## config.mk

```make
export PLATFORM = sky130hd
export DESIGN_NAME = rgb2hsv_stream
export DESIGN_NICKNAME = d
export VERILOG_FILES = /design/src/rtl/rgb2hsv_stream.sv
export SDC_FILE = /design/constraint.sdc
export NUM_CORES = 2
export LEC_CHECK = 0
export ABC_AREA = 0
export ABC_CLOCK_PERIOD_IN_PS = 53300
export CORE_MARGIN = 2
export CORE_UTILIZATION = 50
export CTS_CLUSTER_SIZE = 40
export DETAILED_ROUTE_END_ITERATION = 10
export PLACE_DENSITY = 0.68
export SLEW_MARGIN = 25
export SYNTH_ARGS = -nofsm -noshare
export SYNTH_HDL_FRONTEND = slang
export SYNTH_SLANG_ARGS = --single-unit
```

## constraint.sdc

```tcl
create_clock -name clk -period 53.3 [get_ports clk]
set_input_delay 5.33 -clock clk [delete_from_list [all_inputs] [get_ports clk]]
set_output_delay 5.33 -clock clk [all_outputs]
set_load 0.005 [all_outputs]
```

## src/rtl/rgb2hsv_stream.sv

```systemverilog
// rgb2hsv_stream: pipelined RGB to HSV converter on a valid/ready stream.
// Two capture stages (sort/sector, then hue numerator), DIV_STAGES restoring
// divider stages (hue and saturation in parallel, one quotient bit each),
// then one combine stage that drives the registered outputs.
// A single global stall (out_valid && !out_ready) freezes every stage.
module rgb2hsv_stream #(
  parameter  int DATA_W     = 8,
  parameter  int HUE_SEG    = 170,
  parameter  int S_W        = 10,
  parameter  int V_SHIFT    = 2,
  parameter  int USER_W     = 24,
  localparam int H_W        = $clog2(6*HUE_SEG),
  localparam int HQ_W       = $clog2(HUE_SEG+1),
  localparam int DIV_STAGES = (HQ_W > S_W+1) ? HQ_W : S_W+1
) (
  input  logic                       clk,
  input  logic                       reset,
  input  logic                       in_valid,
  output logic                       in_ready,
  input  logic [DATA_W-1:0]          in_r,
  input  logic [DATA_W-1:0]          in_g,
  input  logic [DATA_W-1:0]          in_b,
  input  logic [USER_W-1:0]          in_user,
  output logic                       out_valid,
  input  logic                       out_ready,
  output logic [H_W-1:0]             out_h,
  output logic [S_W:0]               out_s,
  output logic [DATA_W+V_SHIFT-1:0]  out_v,
  output logic [USER_W-1:0]          out_user
);

  localparam int Q    = DIV_STAGES;
  // Remainder width: both numerators are below divisor * 2^Q.
  localparam int NW   = DATA_W + Q;
  localparam int SEG6 = 6*HUE_SEG;

  logic stall;
  logic adv;

  logic out_valid_q;
  logic [H_W-1:0]            out_h_q;
  logic [S_W:0]              out_s_q;
  logic [DATA_W+V_SHIFT-1:0] out_v_q;
  logic [USER_W-1:0]         out_user_q;

  // Stall is driven by the output register only; reset forces ready high.
  assign stall    = out_valid_q & ~out_ready;
  assign adv      = ~stall;
  assign in_ready = reset | ~stall;

  // Capture stage 0: sector (R, then G, then B on ties), max/min and |a-c|
  logic [DATA_W-1:0] c0_cmax_d, c0_cmin_d, c0_a_d, c0_c_d;
  logic [H_W-1:0]    c0_base_d;

  logic                c0_v_q;
  logic [DATA_W-1:0]   c0_cmax_q, c0_diff_q, c0_absd_q;
  logic                c0_neg_q;
  logic [H_W-1:0]      c0_base_q;
  logic [USER_W-1:0]   c0_user_q;

  // Sector select and the (a, c) operand pair for the hue numerator
  always_comb begin
    c0_cmax_d = in_r;
    c0_cmin_d = (in_g >= in_b) ? in_b : in_g;
    c0_a_d    = in_g;
    c0_c_d    = in_b;
    c0_base_d = '0;
    if (in_r >= in_g && in_r >= in_b) begin
      c0_cmax_d = in_r;
      c0_cmin_d = (in_g >= in_b) ? in_b : in_g;
      c0_a_d    = in_g;
      c0_c_d    = in_b;
      c0_base_d = '0;
    end else if (in_g >= in_b) begin
      c0_cmax_d = in_g;
      c0_cmin_d = (in_r >= in_b) ? in_b : in_r;
      c0_a_d    = in_b;
      c0_c_d    = in_r;
      c0_base_d = H_W'(2*HUE_SEG);
    end else begin
      c0_cmax_d = in_b;
      c0_cmin_d = (in_r >= in_g) ? in_g : in_r;
      c0_a_d    = in_r;
      c0_c_d    = in_g;
      c0_base_d = H_W'(4*HUE_SEG);
    end
  end

  // Divider pipeline; index 0 holds the initial operands, index Q the quotients
  logic              dv_v_q    [0:Q];
  logic [NW-1:0]     rh_q      [0:Q];
  logic [NW-1:0]     rs_q      [0:Q];
  logic [Q-1:0]      qh_q      [0:Q];
  logic [Q-1:0]      qs_q      [0:Q];
  logic [DATA_W-1:0] diff_q    [0:Q];
  logic [DATA_W-1:0] cmax_q    [0:Q];
  logic              neg_q     [0:Q];
  logic [H_W-1:0]    base_q    [0:Q];
  logic [USER_W-1:0] user_q    [0:Q];

  logic [NW-1:0]     rh_d      [1:Q];
  logic [NW-1:0]     rs_d      [1:Q];
  logic [Q-1:0]      qh_d      [1:Q];
  logic [Q-1:0]      qs_d      [1:Q];

  // One restoring step per stage, MSB quotient bit first
  always_comb begin
    for (int k = 1; k <= Q; k++) begin
      rh_d[k] = rh_q[k-1];
      qh_d[k] = qh_q[k-1];
      rs_d[k] = rs_q[k-1];
      qs_d[k] = qs_q[k-1];
      if (rh_q[k-1] >= (NW'(diff_q[k-1]) << (Q-k))) begin
        rh_d[k]      = rh_q[k-1] - (NW'(diff_q[k-1]) << (Q-k));
        qh_d[k][Q-k] = 1'b1;
      end
      if (rs_q[k-1] >= (NW'(cmax_q[k-1]) << (Q-k))) begin
        rs_d[k]      = rs_q[k-1] - (NW'(cmax_q[k-1]) << (Q-k));
        qs_d[k][Q-k] = 1'b1;
      end
    end
  end

  // Combine: signed hue offset around the sector base, wrapped into 0..SEG6-1
  logic [H_W-1:0]            qh_c, base_c, h_d;
  logic [S_W:0]              s_d;
  logic [DATA_W+V_SHIFT-1:0] v_d;

  // Final hue/saturation/value; zero diff or zero cmax masks the divider result
  always_comb begin
    qh_c   = H_W'(qh_q[Q]);
    base_c = base_q[Q];
    h_d    = '0;
    if (diff_q[Q] != '0) begin
      if (!neg_q[Q])
        h_d = base_c + qh_c;
      else if (base_c >= qh_c)
        h_d = base_c - qh_c;
      else
        h_d = base_c + H_W'(SEG6) - qh_c;
    end
    s_d = (cmax_q[Q] == '0) ? '0 : qs_q[Q][S_W:0];
    v_d = (DATA_W+V_SHIFT)'(cmax_q[Q]) << V_SHIFT;
  end

  // Valid bits for every stage, cleared on reset, frozen while stalled
  always_ff @(posedge clk) begin
    if (reset) begin
      c0_v_q      <= 1'b0;
      for (int k = 0; k <= Q; k++) dv_v_q[k] <= 1'b0;
      out_valid_q <= 1'b0;
    end else if (adv) begin
      c0_v_q    <= in_valid;
      dv_v_q[0] <= c0_v_q;
      for (int k = 1; k <= Q; k++) dv_v_q[k] <= dv_v_q[k-1];
      out_valid_q <= dv_v_q[Q];
    end
  end

  // Datapath registers; they only need to hold, valid bits gate their meaning
  always_ff @(posedge clk) begin
    if (adv) begin
      c0_cmax_q <= c0_cmax_d;
      c0_diff_q <= c0_cmax_d - c0_cmin_d;
      c0_absd_q <= (c0_a_d >= c0_c_d) ? (c0_a_d - c0_c_d) : (c0_c_d - c0_a_d);
      c0_neg_q  <= (c0_c_d > c0_a_d);
      c0_base_q <= c0_base_d;
      c0_user_q <= in_user;

      rh_q[0]   <= NW'(HUE_SEG) * NW'(c0_absd_q);
      rs_q[0]   <= NW'(c0_diff_q) << S_W;
      qh_q[0]   <= '0;
      qs_q[0]   <= '0;
      diff_q[0] <= c0_diff_q;
      cmax_q[0] <= c0_cmax_q;
      neg_q[0]  <= c0_neg_q;
      base_q[0] <= c0_base_q;
      user_q[0] <= c0_user_q;

      for (int k = 1; k <= Q; k++) begin
        rh_q[k]   <= rh_d[k];
        rs_q[k]   <= rs_d[k];
        qh_q[k]   <= qh_d[k];
        qs_q[k]   <= qs_d[k];
        diff_q[k] <= diff_q[k-1];
        cmax_q[k] <= cmax_q[k-1];
        neg_q[k]  <= neg_q[k-1];
        base_q[k] <= base_q[k-1];
        user_q[k] <= user_q[k-1];
      end
    end
  end

  // Output register, zeroed on reset, held while stalled
  always_ff @(posedge clk) begin
    if (reset) begin
      out_h_q    <= '0;
      out_s_q    <= '0;
      out_v_q    <= '0;
      out_user_q <= '0;
    end else if (adv) begin
      out_h_q    <= h_d;
      out_s_q    <= s_d;
      out_v_q    <= v_d;
      out_user_q <= user_q[Q];
    end
  end

  assign out_valid = out_valid_q;
  assign out_h     = out_h_q;
  assign out_s     = out_s_q;
  assign out_v     = out_v_q;
  assign out_user  = out_user_q;

endmodule
```

==> metrics.md <==
| Metric | Value |
|---|---|
| Input/output buffers | 106 |
| Worst Path Max Fanout | 132 |
| Ant. Diodes | 0 |
| Max transition margin | 34.1% |
| Max-cap violations | 0 |
| Design Area, Final | 54,500 sq um |
| Synthesized cell area | 48,300 sq um |
| Chip height | 315 microns |
| Worst Setup End Kind | primary output |
| Most common cell after layout, fill and taps aside | sky130_fd_sc_hd__edfxtp_1 |
| Total count of hold-check failures in the final report | 0 |
| Die Width | 315 microns |
| Number of sinks driven by the clock tree | 1,085 |
| Final routed wire length divided by cell count | 15.0 microns |
| Unrepaired setup endpoints after global routing | no |
| Max Clock Skew | 25.0 ps |
| Clock root cell | sky130_fd_sc_hd__clkbuf_16 |
| Actual transition at the worst max-transition pin | 979 ps |
| Stages on worst setup path | 8 |
| Largest stage delay on the critical path | 670 ps |
| First-pass GRT wire length | 128 mm |
| Leak pwr | 21.7 nW |
| Post-synthesis register bit count | 1,085 |
| Synthesis-to-finish area growth | 12.7% |
| Placed cell areas | 50,900 sq um |
| First-pass DRT Iterations | 5 |
| Cells after synthesis | 3,559 |
| Initial DRC Count | 1,498 |
| Buffer count from post-CTS setup fixing | 0 |
| Count of buffer and inverter cells on the critical path | 6 |
| Fraction of layout instances using a drive strength above 1 | 6.21% |
| Maximum root-to-sink buffer count | 3 |
| Achievable Freq | 74.0 MHz |
| Boundary pin count | 109 |
| Vias per cell | 5.18 |
| Vias post-DR | 26,500 |
| Clock latency on the worst-skew pair | 690 ps |
| Worst path top cell family by delay | buffers and inverters |
| Per-instance average area after synthesis | 13.6 sq um |
| Antenna violations before repair | 0 |
| Critical Path Slowest Stage Cell | sky130_fd_sc_hd__inv_8 |
| Number of placed instances with taps included | 4,903 |
| CTS buffer count | 109 |
| IR drop worst, VDD | 42.7 uV |
| Primary FF master, synth | sky130_fd_sc_hd__edfxtp_1 |
| Number of distinct library cells after synthesis | 86 |
| Worst min-delay path class | flip-flop to flip-flop |
| Data arrival time of the critical path | 8190 ps |
| Number of cells traversed by the worst hold path | 0 |
| Initial core utilization | 50.2% |
| Final critical-path share of the clock period | 25.4% |
| Count of synthesis-stage warnings from yosys | 0 |
| Required arrival time at the worst endpoint | 47,970 ps |
| Clock tree from TritonCTS | built |
| Setup-failing EPs final | 0 |
| Sequential element share of the synthesized area | 66.3% |
| Top library cells by usage in the layout, fill and taps aside | sky130_fd_sc_hd__edfxtp_1 (1,030), sky130_fd_sc_hd__inv_1 (338), sky130_fd_sc_hd__ha_1 (281), sky130_fd_sc_hd__nand2_1 (272), sky130_fd_sc_hd__nor2_1 (206) |
| Largest net degree at the start of global routing | 133 |
| Total die area | 99,200 sq um |
| Number of placement rows | 114 |
| Number of cells on the worst reg-to-reg path | 10 |
| Async SR Flop Fraction | 0% |
| Resized cells post-CTS | 0 |
| Count of hold buffers inserted by post-cts repair | 0 |
| Wire length reported by the detailed router | 76.9 mm |
| Post-layout util | 56.6% |
| Placer congestion estimate | 0.874 |
| Count of filler cells inserted in the layout | 7,657 |
| Final worst path period need | 13,520 ps |
| Clock-pin slew of the registers on the worst-case setup and hold paths | 60 ps |
| Via count of the first global-routing pass | 26,500 |
| Core Box Area | 96,300 sq um |
| Grt total ovfl | 0 |
| Classification of the worst setup path | input port to primary output |
| Post-detailed-route DRC marker count | 0 |
| Kind of start point of the critical path | input port |
| Number of standard cells in the layout, taps in and fillers out | 5,107 |
| Number of slew-limit violations in the final report | 0 |
| Area of all sequential standard cells | 32,000 sq um |
| Final sum of negative setup slack | 0 ps |
| Area of the multi-input gates | 14,800 sq um |
| Total global-route track usage | 15.7% |
| Final ANT Viol Nets | 0 |
| Post-DP HPWL | 53.4 mm |
| Placement-stage worst setup slack | 39,710 ps |
| Chain of cells forming the critical path | clkdlybuf4s50_1, nor2b_4, buf_4, inv_8, nor2_2, buf_4, inv_1, clkdlybuf4s50_1 |
| Setup slack after layout | 39,780 ps |
| Number of synthesized flops with an enable pin | 1,030 |
| R2r setup slk | 46,840 ps |
| Depth of the CTS H-tree | 3 |
| Power per Cell Area | 62.5 nW/um^2 |
| Run status | finished clean |
| Number of nets in the finished design | 4,104 |
state kept, by name, summed over array words and instances (netlist names), 55 cells and up:
register  cells
user_q      288
rh_q        195
rs_q        135
cmax_q       96
diff_q       96
qs_q         66
qh_q         55
final timing paths:
check | from | endpoint
setup / recovery | out_ready | in_ready
hold / removal | qh_q[2][15] | qh_q[2][26]
hold reg to reg | qh_q[2][15] | qh_q[2][26]
setup reg to reg | out_valid | user_q[0][22]
area by class of cell:
cell class	count	area share, %
Timing Repair Buffer	126	2.28
Clock inverter	61	1.09
Sequential cell	1085	58.8
Clock buffer	142	5.32
Inverter	342	2.37
Multi-Input combinational cell	2075	27.2
Tap cell	1276	2.93
per-stage QoR:
stage	power, mW	hold WS (ps)
finish	3.41	400
detailed placement	2.69	405
floorplan	2.39	400
global placement	2.65	400
global route	3.67	410
CTS	3.44	400
cells by family (layout without fill, tap and decap cells):
| logic type | count (synthesis) | count (layout) | synth area share (%) |
|---|---|---|---|
| DFF | 1085 | 1085 | 66.3 |
| buffers and inverters | 400 | 671 | 3.16 |
| AOI/OAI and AO/OA | 684 | 684 | 8.99 |
| and+or+nand+nor | 836 | 836 | 8.45 |
| other | 1 | 2 | 0.00776 |
| muxes | 49 | 49 | 1.08 |
| xor gates and xnor gates | 191 | 191 | 3.46 |
| adders and majority gates | 313 | 313 | 8.60 |
where the power goes:
part	switching, mW	internal (mW)
clock network	0.310	0.420
logic	0.662	0.558
registers	0.152	1.31
cell usage after synthesis, drive strengths merged, types with 14 or more instances:
library cell  number  share of area, %
mux2              27              0.63
buf               16              0.18
o31ai             26              0.41
ha               281               7.3
nor4              47              0.67
nor3              53              0.58
nand2            272               2.1
or4               14              0.22
a31oi             20              0.27
a211oi            18              0.30
nand2b            42              0.54
nor2             208               1.6
dfxtp             55               2.3
or3               19              0.25
clkbuf            42              0.33
o21a              42              0.65
inv              340               2.6
xor2              90               1.6
mux2i             22              0.46
o21ai            179               1.9
xnor2            101               1.8
nand3             30              0.31
fa                32               1.3
nor2b             57              0.74
and2              23              0.30
edfxtp          1030                64
a21boi            34              0.53
a22o              22              0.40
a21oi            191               2.0
nand4             26              0.34
a21o              81               1.3
routing by layer:
layer | track usage, % | vias up | wire (microns)
met2 | 28.6 | 405 | 39600
met5 | 0 | - | 0
li1 | - | 13400 | -
met1 | 18.6 | 12500 | 32400
met3 | 2.69 | 160 | 2530
met4 | 5.68 | 0 | 2340
Note: power is estimated with default switching activity, not from simulation.
